### config.mk
export PLATFORM = sky130hd
export DESIGN_NAME = ex_stage
export DESIGN_NICKNAME = d
export VERILOG_FILES = /design/src/rtl/ex_stage_pkg.sv /design/src/rtl/ex_stage_iter_mul.sv /design/src/rtl/ex_stage.sv
export SDC_FILE = /design/constraint.sdc
export NUM_CORES = 1
export LEC_CHECK = 0
export BUFFER_PORTS_ARGS = -buffer_cell sky130_fd_sc_hd__buf_2
export CAP_MARGIN = 25
export CORE_ASPECT_RATIO = 1.75
export CORE_UTILIZATION = 30
export DETAILED_ROUTE_END_ITERATION = 16
export PLACE_DENSITY = 0.55
export SLEW_MARGIN = 20
export SYNTH_ARGS = -nofsm -noshare
export SYNTH_HDL_FRONTEND = slang
export SYNTH_SLANG_ARGS = --single-unit
### constraint.sdc
create_clock -name clock -period 18.2 [get_ports clock]
set_input_delay 3.64 -clock clock [delete_from_list [all_inputs] [get_ports clock]]
set_output_delay 3.64 -clock clock [all_outputs]
set_load 0.005 [all_outputs]
### src/rtl/ex_stage_pkg.sv
// Shared constants and state encoding for the execute stage.
package ex_stage_pkg;

  localparam int unsigned XLEN = 32;
  localparam int unsigned CB_W = 10;
  localparam int unsigned FN_W = 6;

  localparam logic [1:0] ALU_ADD   = 2'b00;
  localparam logic [1:0] ALU_SUB   = 2'b01;
  localparam logic [1:0] ALU_RTYPE = 2'b10;
  localparam logic [1:0] ALU_ORI   = 2'b11;

  localparam logic [FN_W-1:0] FN_ADD  = 6'h20;
  localparam logic [FN_W-1:0] FN_SUB  = 6'h22;
  localparam logic [FN_W-1:0] FN_AND  = 6'h24;
  localparam logic [FN_W-1:0] FN_OR   = 6'h25;
  localparam logic [FN_W-1:0] FN_SLT  = 6'h2A;
  localparam logic [FN_W-1:0] FN_MULT = 6'h18;

  localparam int unsigned CB_ALUSRC = 0;

  typedef enum logic {
    ST_IDLE = 1'b0,
    ST_MUL  = 1'b1
  } state_t;

endpackage

### src/rtl/ex_stage_iter_mul.sv
// Iterative shift-add multiplier: consumes MUL_BITS_PER_CYCLE multiplier bits per step,
// keeping only the low XLEN bits of the product.
module ex_stage_iter_mul
  import ex_stage_pkg::*;
#(
  parameter int unsigned MUL_BITS_PER_CYCLE = 8
) (
  input  logic            clock,
  input  logic            reset,
  input  logic            start,
  input  logic            step,
  input  logic [XLEN-1:0] mcand_in,
  input  logic [XLEN-1:0] mplier_in,
  output logic [XLEN-1:0] result_c,
  output logic            done_c
);

  localparam int unsigned MUL_CYCLES = XLEN / MUL_BITS_PER_CYCLE;
  localparam int unsigned CNT_W      = $clog2(MUL_CYCLES + 1);

  logic [XLEN-1:0]  mcand;
  logic [XLEN-1:0]  mplier;
  logic [XLEN-1:0]  acc;
  logic [CNT_W-1:0] count;
  logic [XLEN-1:0]  partial;

  // result_c already includes this step's partial product, so the last step's value is final.
  always_comb begin
    partial  = XLEN'(mcand * XLEN'(mplier[MUL_BITS_PER_CYCLE-1:0]));
    result_c = acc + (partial << (MUL_BITS_PER_CYCLE * 32'(count)));
    done_c   = (count == CNT_W'(MUL_CYCLES - 1));
  end

  always_ff @(posedge clock) begin
    if (reset) begin
      mcand  <= '0;
      mplier <= '0;
      acc    <= '0;
      count  <= '0;
    end else if (start) begin
      mcand  <= mcand_in;
      mplier <= mplier_in;
      acc    <= '0;
      count  <= '0;
    end else if (step) begin
      acc    <= result_c;
      mplier <= mplier >> MUL_BITS_PER_CYCLE;
      count  <= count + CNT_W'(1);
    end
  end

endmodule

### src/rtl/ex_stage.sv
// Execute stage: single-cycle ALU plus an iterative MULT that stalls upstream while it runs.
module ex_stage
  import ex_stage_pkg::*;
#(
  parameter int unsigned MUL_BITS_PER_CYCLE = 8
) (
  input  logic            clock,
  input  logic            reset,
  input  logic            inValid,
  input  logic [XLEN-1:0] inR1,
  input  logic [XLEN-1:0] inR2,
  input  logic [XLEN-1:0] inAddress,
  input  logic [1:0]      inAluCtrl,
  input  logic [CB_W-1:0] inControlBits,
  output logic            stall,
  output logic            outValid,
  output logic [XLEN-1:0] outAluResult,
  output logic            outZero,
  output logic [XLEN-1:0] outR2,
  output logic [CB_W-1:0] outControlBits
);

  state_t          state;
  state_t          state_next;
  logic [XLEN-1:0] op_b_c;
  logic [XLEN-1:0] alu_c;
  logic [FN_W-1:0] funct_c;
  logic            is_mult_c;
  logic [XLEN-1:0] mul_result_c;
  logic            mul_done_c;
  logic            mul_start;
  logic            mul_step;
  logic            load_alu;
  logic            load_mul;
  logic            latch_pass;
  logic            valid_next;

  // Single-cycle ALU datapath.
  always_comb begin
    op_b_c    = inControlBits[CB_ALUSRC] ? inAddress : inR2;
    funct_c   = inAddress[FN_W-1:0];
    is_mult_c = (inAluCtrl == ALU_RTYPE) && (funct_c == FN_MULT);
    alu_c     = '0;
    case (inAluCtrl)
      ALU_ADD: alu_c = inR1 + op_b_c;
      ALU_SUB: alu_c = inR1 - op_b_c;
      ALU_ORI: alu_c = inR1 | inAddress;
      default: begin
        case (funct_c)
          FN_ADD:  alu_c = inR1 + op_b_c;
          FN_SUB:  alu_c = inR1 - op_b_c;
          FN_AND:  alu_c = inR1 & op_b_c;
          FN_OR:   alu_c = inR1 | op_b_c;
          FN_SLT:  alu_c = {{(XLEN-1){1'b0}}, ($signed(inR1) < $signed(op_b_c))};
          default: alu_c = '0;
        endcase
      end
    endcase
  end

  ex_stage_iter_mul #(
    .MUL_BITS_PER_CYCLE(MUL_BITS_PER_CYCLE)
  ) u_iter_mul (
    .clock    (clock),
    .reset    (reset),
    .start    (mul_start),
    .step     (mul_step),
    .mcand_in (inR1),
    .mplier_in(op_b_c),
    .result_c (mul_result_c),
    .done_c   (mul_done_c)
  );

  always_ff @(posedge clock) begin
    if (reset) state <= ST_IDLE;
    else       state <= state_next;
  end

  // Next state, stall and register-load strobes; stall drops in the last MUL cycle.
  always_comb begin
    state_next = state;
    stall      = 1'b0;
    mul_start  = 1'b0;
    mul_step   = 1'b0;
    load_alu   = 1'b0;
    load_mul   = 1'b0;
    latch_pass = 1'b0;
    valid_next = 1'b0;
    case (state)
      ST_IDLE: begin
        if (inValid) begin
          latch_pass = 1'b1;
          if (is_mult_c) begin
            stall      = 1'b1;
            mul_start  = 1'b1;
            state_next = ST_MUL;
          end else begin
            load_alu   = 1'b1;
            valid_next = 1'b1;
          end
        end
      end
      ST_MUL: begin
        mul_step = 1'b1;
        stall    = ~mul_done_c;
        if (mul_done_c) begin
          load_mul   = 1'b1;
          valid_next = 1'b1;
          state_next = ST_IDLE;
        end
      end
      default: state_next = ST_IDLE;
    endcase
    if (reset) stall = 1'b0;
  end

  always_ff @(posedge clock) begin
    if (reset) begin
      outValid       <= 1'b0;
      outAluResult   <= '0;
      outZero        <= 1'b0;
      outR2          <= '0;
      outControlBits <= '0;
    end else begin
      outValid <= valid_next;
      if (load_alu) begin
        outAluResult <= alu_c;
        outZero      <= (alu_c == '0);
      end else if (load_mul) begin
        outAluResult <= mul_result_c;
        outZero      <= (mul_result_c == '0);
      end
      if (latch_pass) begin
        outR2          <= inR2;
        outControlBits <= inControlBits;
      end
    end
  end

endmodule

Yosys cells after proc, flatten, opt, wreduce, memory -nomap -nowiden
Index checks and enable logic that the tools add are counted.
Storage, ports and cells
  flip-flop bits (word level): 176
  output and inout bits: 77
Operators by class
  add/subtract/negate cells: 4
  $mul: 1
  order comparisons: 1
  equal/unequal tests: 10
  shift operators: 1
  muxes and demuxes: 25
  bitwise gates (word level): 5
  reductions and logical operators: 7
Operator list (number)
  $mux W32: 5
  $pmux W32 S5: 1
  $pmux W32 S3: 1
  $add A32 B32 Y32: 2
  $logic_not A32 Y1: 2
  $or A32 B32 Y32: 2
  $and A32 B32 Y32: 1
  $lt A32 B32 Y1: 1
  $mul A32 B8 Y32: 1
  $shl A32 B6 Y32: 1
  $sub A32 B32 Y32: 1
  $eq A6 B6 Y1 const B: 5
  $mux W1: 15
  $eq A6 B5 Y1 const B: 1
  $pmux W1 S2: 3
  $eq A2 B2 Y1 const B: 2
  $reduce_bool A2 Y1: 2
  $add A3 B1 Y3 const B: 1
  $eq A3 B2 Y1 const B: 1
  $eq A2 B1 Y1 const B: 1
  $logic_not A2 Y1: 1
  $not A1 Y1: 2
  $reduce_or A2 Y1: 1
  $logic_and A1 B1 Y1: 1

Longest topological paths before layout
Gate-level depths: netlist (run 1).
  depth in word-level cells: 6
  gate-level depth with buffers: 37

Hierarchy
Synthesis (run 1) repeated with hierarchy kept, for this count alone.
Unflattened totals
  cells, all modules: 2880
  area total of the unflattened synthesis: 22675.5 sq um
Modules (own cells, without submodules)
  ex_stage_iter_mul: instances 1, cells an instance 1450, area each 12470.7 sq um, seq. area each 1981.9 sq um
  ex_stage: instances 1, cells an instance 1430, area each 10204.8 sq um, seq. area each 1541.5 sq um

Worst setup path before layout (run 1)
OpenSTA, ideal clock, no wires.
  path kind: input to output
  from: in inAddress[0]
  to: out stall
  arrival time: 5064 ps
  data required time: 14560 ps
  setup slack: 9496 ps
  stages: 7
  cells stage by stage: clkbuf_1 nor2_1 and3_1 clkbuf_1 a21oi_1 clkbuf_1 nor3_1
Between the ends
  longest elaborated chain between the ends: 6
RTL lines
  from (decl): line ex_stage.sv:12  | input logic [XLEN-1:0] inAddress,
  $eq A6 B5 Y1: line ex_stage.sv:42  | is_mult_c = (inAluCtrl == ALU_RTYPE) && (funct_c == FN_MULT);
  $logic_and A1 B1 Y1: line ex_stage.sv:42
  $mux W1: line ex_stage.sv:93  | if (is_mult_c) begin
  $mux W1: line ex_stage.sv:91  | if (inValid) begin
  $pmux W1 S2: line ex_stage.sv:89  | case (state)
  $mux W1: line ex_stage.sv:114  | if (reset) stall = 1'b0;
  to (decl): line ex_stage.sv:15  | output logic stall,
Every way passes these cells.

Worst setup path in the final report (run 1)
  from: in inAddress[1]
  to: out stall
Same word-level chain as after synthesis.

==> reports/qor.csv, run 1 <==
metric,value,unit
outcome,completed,
start_util,30.4,%
drcViolationCount,0,
drt_iter0_drc,1387,
synthArstFlopShare,0,%
rsz0062_at_grt,no,
ys_top_cells_by_count,"nand2_1, inv_1, a21oi_1",
critPathKind,in -> out,
cts_buffers,17,
antenna_found_initial,9,
clock_skew,16.3,ps
cts_sinks,176,
cp_data_required_time,14560,ps
hold_buffers,0,
clockBufferDepth,2,
nFillCells,7689,
cts_resized,0,
netlist_top_cells_area,"dfxtp_1, fa_1, ha_1, a21oi_1, nand2_1",
ys_types,82,
yosysMostFrequentCell,nand2_1,
cp.arrival,5620,ps
grt_pass1_wl,135000,um
avgRoutedWirePerCell,24.2,um
crit_path_end_kind,output pin,
gp_congestion,1.07,
synth-seq-cells,176,
syn_avg_cell_area,7.69,um^2
setup_tns,0,ps
synth-seq-area-share,16.6,%
yosys_warnings,0,
area_growth,10.9,%
cts_setup_buffers,0,
utilization,33.7,%
grt_use_total,25.3,%
finalHoldViolCount,0,
dp_hpwl,72900,um
design_area,23500,um^2
drv_cap,0,
synth_top_area_share,16.6,%
grt_pass1_vias,21000,
clk_latency,480,ps
die_w,203,um
fmax,0.108,GHz
max_slew_margin,23.2,%
setup.worst_path.start_class,input port,
dieHeight,354,um
placed_area,22900,um^2
synth_ff_type,dfxtp_1,
yosysTopAreaCell,dfxtp_1,
core-area,69800,um^2
htreeDepth,4,
cts_tree,done,
period_minus_slack,9260,ps
timing.final.crit_share,50.9,%
io_pins,188,
setup_viol,0,
worstPathMaxFanout,37,
power.total,1140,uW
synthCells,2759,
grt_max_degree,76,
portBuffers,187,
tightest_slew,1150,ps
ir_drop,0.0646,mV
grt_remaining_overflow,0,
drv_slew,0,
vias,21000,
clk_pin_slew,70,ps
ant_nets,0,
cts_root_buf,clkbuf_16,
p_leak,0.0104,uW
worstHoldPathType,reg -> reg,
viasPerCell,5.58,
synth_area,21200,um^2
drive_gt1_share,11.1,%
postRouteWirelength,91100,um
syn_nets,3198,
rows,128,
fp.dieArea,71800,um^2
synth-edff-count,0,
layout.nets,3275,
power.density,48.4,nW/um^2
dr.pass1.iters,6,
==> kinds of logic (layout without fill, tap and decap cells) <==
| kind of cell | Yosys count | count (layout) | share of synthesized area (%) |
|---|---|---|---|
| flops | 176 | 176 | 16.6 |
| simple gates | 943 | 943 | 21.1 |
| fa+ha+maj | 328 | 328 | 25.0 |
| buf+inv | 419 | 508 | 7.42 |
| compound gates | 720 | 720 | 22.1 |
| other cells | 0 | 4 | 0 |
| xor+xnor | 95 | 95 | 3.92 |
| mux | 78 | 78 | 3.92 |
==> cell usage in the layout, fill, tap and decap left out, types with 30 or more instances in the layout <==
| cell | n |
|---|---|
| nor2_1 | 240 |
| mux2i_1 | 46 |
| fa_1 | 159 |
| a211oi_1 | 36 |
| nand2_1 | 324 |
| o21ai_0 | 129 |
| inv_1 | 257 |
| a22oi_1 | 33 |
| buf_2 | 186 |
| a21oi_1 | 246 |
| buf_4 | 30 |
| ha_1 | 169 |
| mux2_2 | 31 |
| and2_1 | 177 |
| nor3_1 | 38 |
| xnor2_1 | 66 |
| dfxtp_1 | 175 |
==> power breakdown <==
group | total, uW | leakage (uW) | switching [uW] | internal, uW
Sequential | 408 | 0.00143 | 10.9 | 397
Combinational | 357 | 0.00871 | 239 | 118
Clock | 373 | 0.000258 | 182 | 191
Total | 1140 | 0.0104 | 432 | 706
==> metrics by stage <==
stage / hold slack [ps] / cells / setup slack, ps
6_report: 453 / 3762 / 8940
5_1_grt: 469 / 3759 / 8790
2_1_floorplan: 436 / 2759 / 9500
3_3_place_gp: 439 / 3725 / 9020
4_1_cts: 455 / 3757 / 9020
3_5_place_dp: 444 / 3726 / 9010
==> routing by layer <==
layer  vias up  track usage, %  wire [um]  part of all wire (%)
li1       9587               -          -                     -
met5         -               0         61                 0.067
met4        10            22.4       8970                   9.8
met2       768            45.7      47400                    52
met3       333            3.27       4250                   4.7
met1     10300            25.2      30400                    33
==> final cells by class <==
cell class                 count  area (um^2)  share of cell area, %
timing repair buffer         217         1180                   5.00
multi-input combinational   2164        16100                   68.6
clock inverter                12          128                  0.542
antenna                        4         10.0                 0.0425
tap                          910         1140                   4.84
clock buffer                  19          433                   1.84
sequential                   176         3520                   15.0
inverter                     260          976                   4.15
==> worst paths after layout <==
path	cells past startpoint	slack, ps	end	startpoint
max	7	8940	stall	inAddress[1]
min	2	450	outControlBits[3]	outControlBits[3]
max reg2reg	34	9290	outZero	u_iter_mul.mplier[5]
min reg2reg	2	450	outControlBits[3]	outControlBits[3]
==> registers in the layout, indices dropped and copies added, names as in the netlist <==
name / flops
outR2: 32
state: 1
u_iter_mul.count: 3
outAluResult: 32
u_iter_mul.mplier: 32
outValid: 1
u_iter_mul.acc: 32
outControlBits: 10
outZero: 1
u_iter_mul.mcand: 32
==> critical path, cell delays in order <==
cell and delay (ps):
buf_2 580, nor2_1 220, and3_1 280, a21oi_4 160, buf_4 430, nor3_1 120, buf_2 170
Power figures use the tool's default switching activity.
==> run 2: changes to the inputs <==
Clock period 18.2 ns to 9.3 ns, I/O delays scaled along.
==> run 2 against run 1 <==
Compared with the run above:
- clock power increased by 92%
- sequential share of layout area about the same
- worst setup slack worse by 8200 ps
- largest cell class unchanged
==> reports/qor.csv, run 2 (synthesis gave the netlist of run 1 again) <==
metric,value,unit,change
outcome,completed,,
grt_use_total,24.9,%,-0.36 points
fmax,0.117,GHz,
utilization,33.8,%,+0.059 points
drv_cap,0,,unchanged
max_slew_margin,22.4,%,-0.82 points
antenna_found_initial,11,,+2
clock_skew,12.2,ps,-4.17 ps
ant_nets,0,,unchanged
area_growth,11.1,%,
dpl_worst_slack,779,ps,-8230 ps
worstHoldStart,outControlBits[4],,
max_stage_delay,540,ps,-40 ps
die_w,203,um,unchanged
cts_root_buf,clkbuf_16,,
power.density,93.6,nW/um^2,+93%
r2r_cells,31,,-8.8%
gp_congestion,1.01,,-5.9%
io_pins,188,,unchanged
fp.dieArea,71800,um^2,unchanged
start_util,30.4,%,unchanged
cts_setup_buffers,0,,unchanged
worstHoldPathType,reg -> reg,,
worstHoldEndpoint,outControlBits[4],,
final_common_cell,nand2_1,,
finalHoldViolCount,0,,unchanged
critPathKind,reg -> reg,,
cts_resized,0,,unchanged
min_path_cells,2,,unchanged
avgRoutedWirePerCell,24.1,um,-0.72%
grt_remaining_overflow,0,,unchanged
cts_sinks,176,,unchanged
dr.pass1.iters,6,,unchanged
clockBufferDepth,2,,unchanged
dieHeight,354,um,unchanged
layout.nets,3282,,+0.21%
grt_pass1_vias,20900,,-0.73%
final_cell_mix,"nand2_1, inv_1, a21oi_1",,
r2r_end,outZero,,
ir_drop,0.111,mV,+72%
nFillCells,7708,,+0.25%
postRouteWirelength,90700,um,-0.51%
cts_tree,done,,
setup_ws,734,ps,-8200 ps
finalHoldWorstSlack,452,ps,-1.22 ps
drcViolationCount,0,,unchanged
rows,128,,unchanged
regToRegSetupSlack,730,ps,-8560 ps
rsz0062_at_grt,no,,
setup.worst_path.start_class,register,,
period_minus_slack,8570,ps,
grt_max_degree,88,,+16%
cp.arrival,8970,ps,+3350 ps
crit_path_frequent_cell,fa_1,,
drive_gt1_share,11.5,%,+0.42 points
worstPathMaxFanout,19,,-49%
portBuffers,187,,unchanged
cp_data_required_time,9700,ps,-4860 ps
p_leak,0.0104,uW,+0.43%
cp_top_family,compound AO/OA/AOI/OAI gates,,
grt_pass1_wl,133000,um,-1.3%
cpMaxStageDelayCell,fa_1,,
timing.final.crit_share,92.1,%,
tightest_slew,1150,ps,+4.38 ps
dp_hpwl,73000,um,about the same
cts_buffers,17,,unchanged
htreeDepth,4,,unchanged
clk_pin_slew,80,ps,about the same
setup_viol,0,,unchanged
vias,21000,,+0.033%
viasPerCell,5.57,,-0.18%
clk_latency,480,ps,about the same
crit_path_end_kind,register,,
drt_iter0_drc,1514,,+9.2%
cp_num_buf_inv,4,,+1
hold_buffers,0,,unchanged
crit-reg2reg-launch,u_iter_mul.mplier[3],,
final_cells,3770,,+0.21%
dp.cells,3733,,+0.19%
setup_tns,0,ps,unchanged
core-area,69800,um^2,unchanged
drv_slew,0,,unchanged
==> run 2: cell types whose count changed in the layout (fill, tap and decap cells not counted), moves of 2 or more <==
| cell | previous run | this run |
|---|---|---|
| clkinvlp_4 | 5 | 2 |
| inv_6 | 2 | 7 |
| clkbuf_1 | 2 | 0 |
| clkinv_2 | 0 | 3 |
| buf_4 | 30 | 38 |
==> run 2: power by group <==
group	internal, uW	total, uW	switching (uW)
registers	777	796	18.9
logic	230	694	463
clock network	350	716	366
==> run 2: metrics by stage <==
step	area [um^2]	total power, uW
floorplan	21200	1210
global placement	23000	1490
detailed placement	23000	1480
CTS	23500	2200
global route	23600	2280
finish	23600	2210
==> run 2: area by class of cell <==
type                       count  area, um^2  share of cell area [%]
tap                          910        1140                    4.83
clock inverter                15         123                   0.520
timing repair buffer         224        1220                    5.16
sequential                   176        3520                    15.0
multi-input combinational   2164       16200                    68.5
antenna                        4        10.0                  0.0425
inverter                     260         976                    4.14
clock buffer                  17         425                    1.80
==> run 2: how the worst max path moves through the flow <==
stage	from	end	slack, ps	depth (start not counted)
final	u_iter_mul.mplier[3]	outZero	730	31
after global routing	u_iter_mul.mplier[4]	outZero	70	33
after CTS	u_iter_mul.mplier[3]	outZero	730	31
after detailed placement	u_iter_mul.mplier[3]	outZero	780	31
after global placement	u_iter_mul.mplier[4]	outZero	910	33
after floorplan	u_iter_mul.mplier[3]	outZero	1540	34
==> run 2: metal layers <==
layer  track usage (%)  routed length [um]  up-vias
li1                  -                   -     9623
met1              25.3               31000    10300
met2              45.3               47000      802
met3              2.81                4240      298
met4              21.1                8470        2
met5                 0                   9        -
==> run 2: worst min-delay path: stages (launching register included) <==
cell and delay, ps:
dfxtp_1 310, nand2_1 50, a21oi_1 50
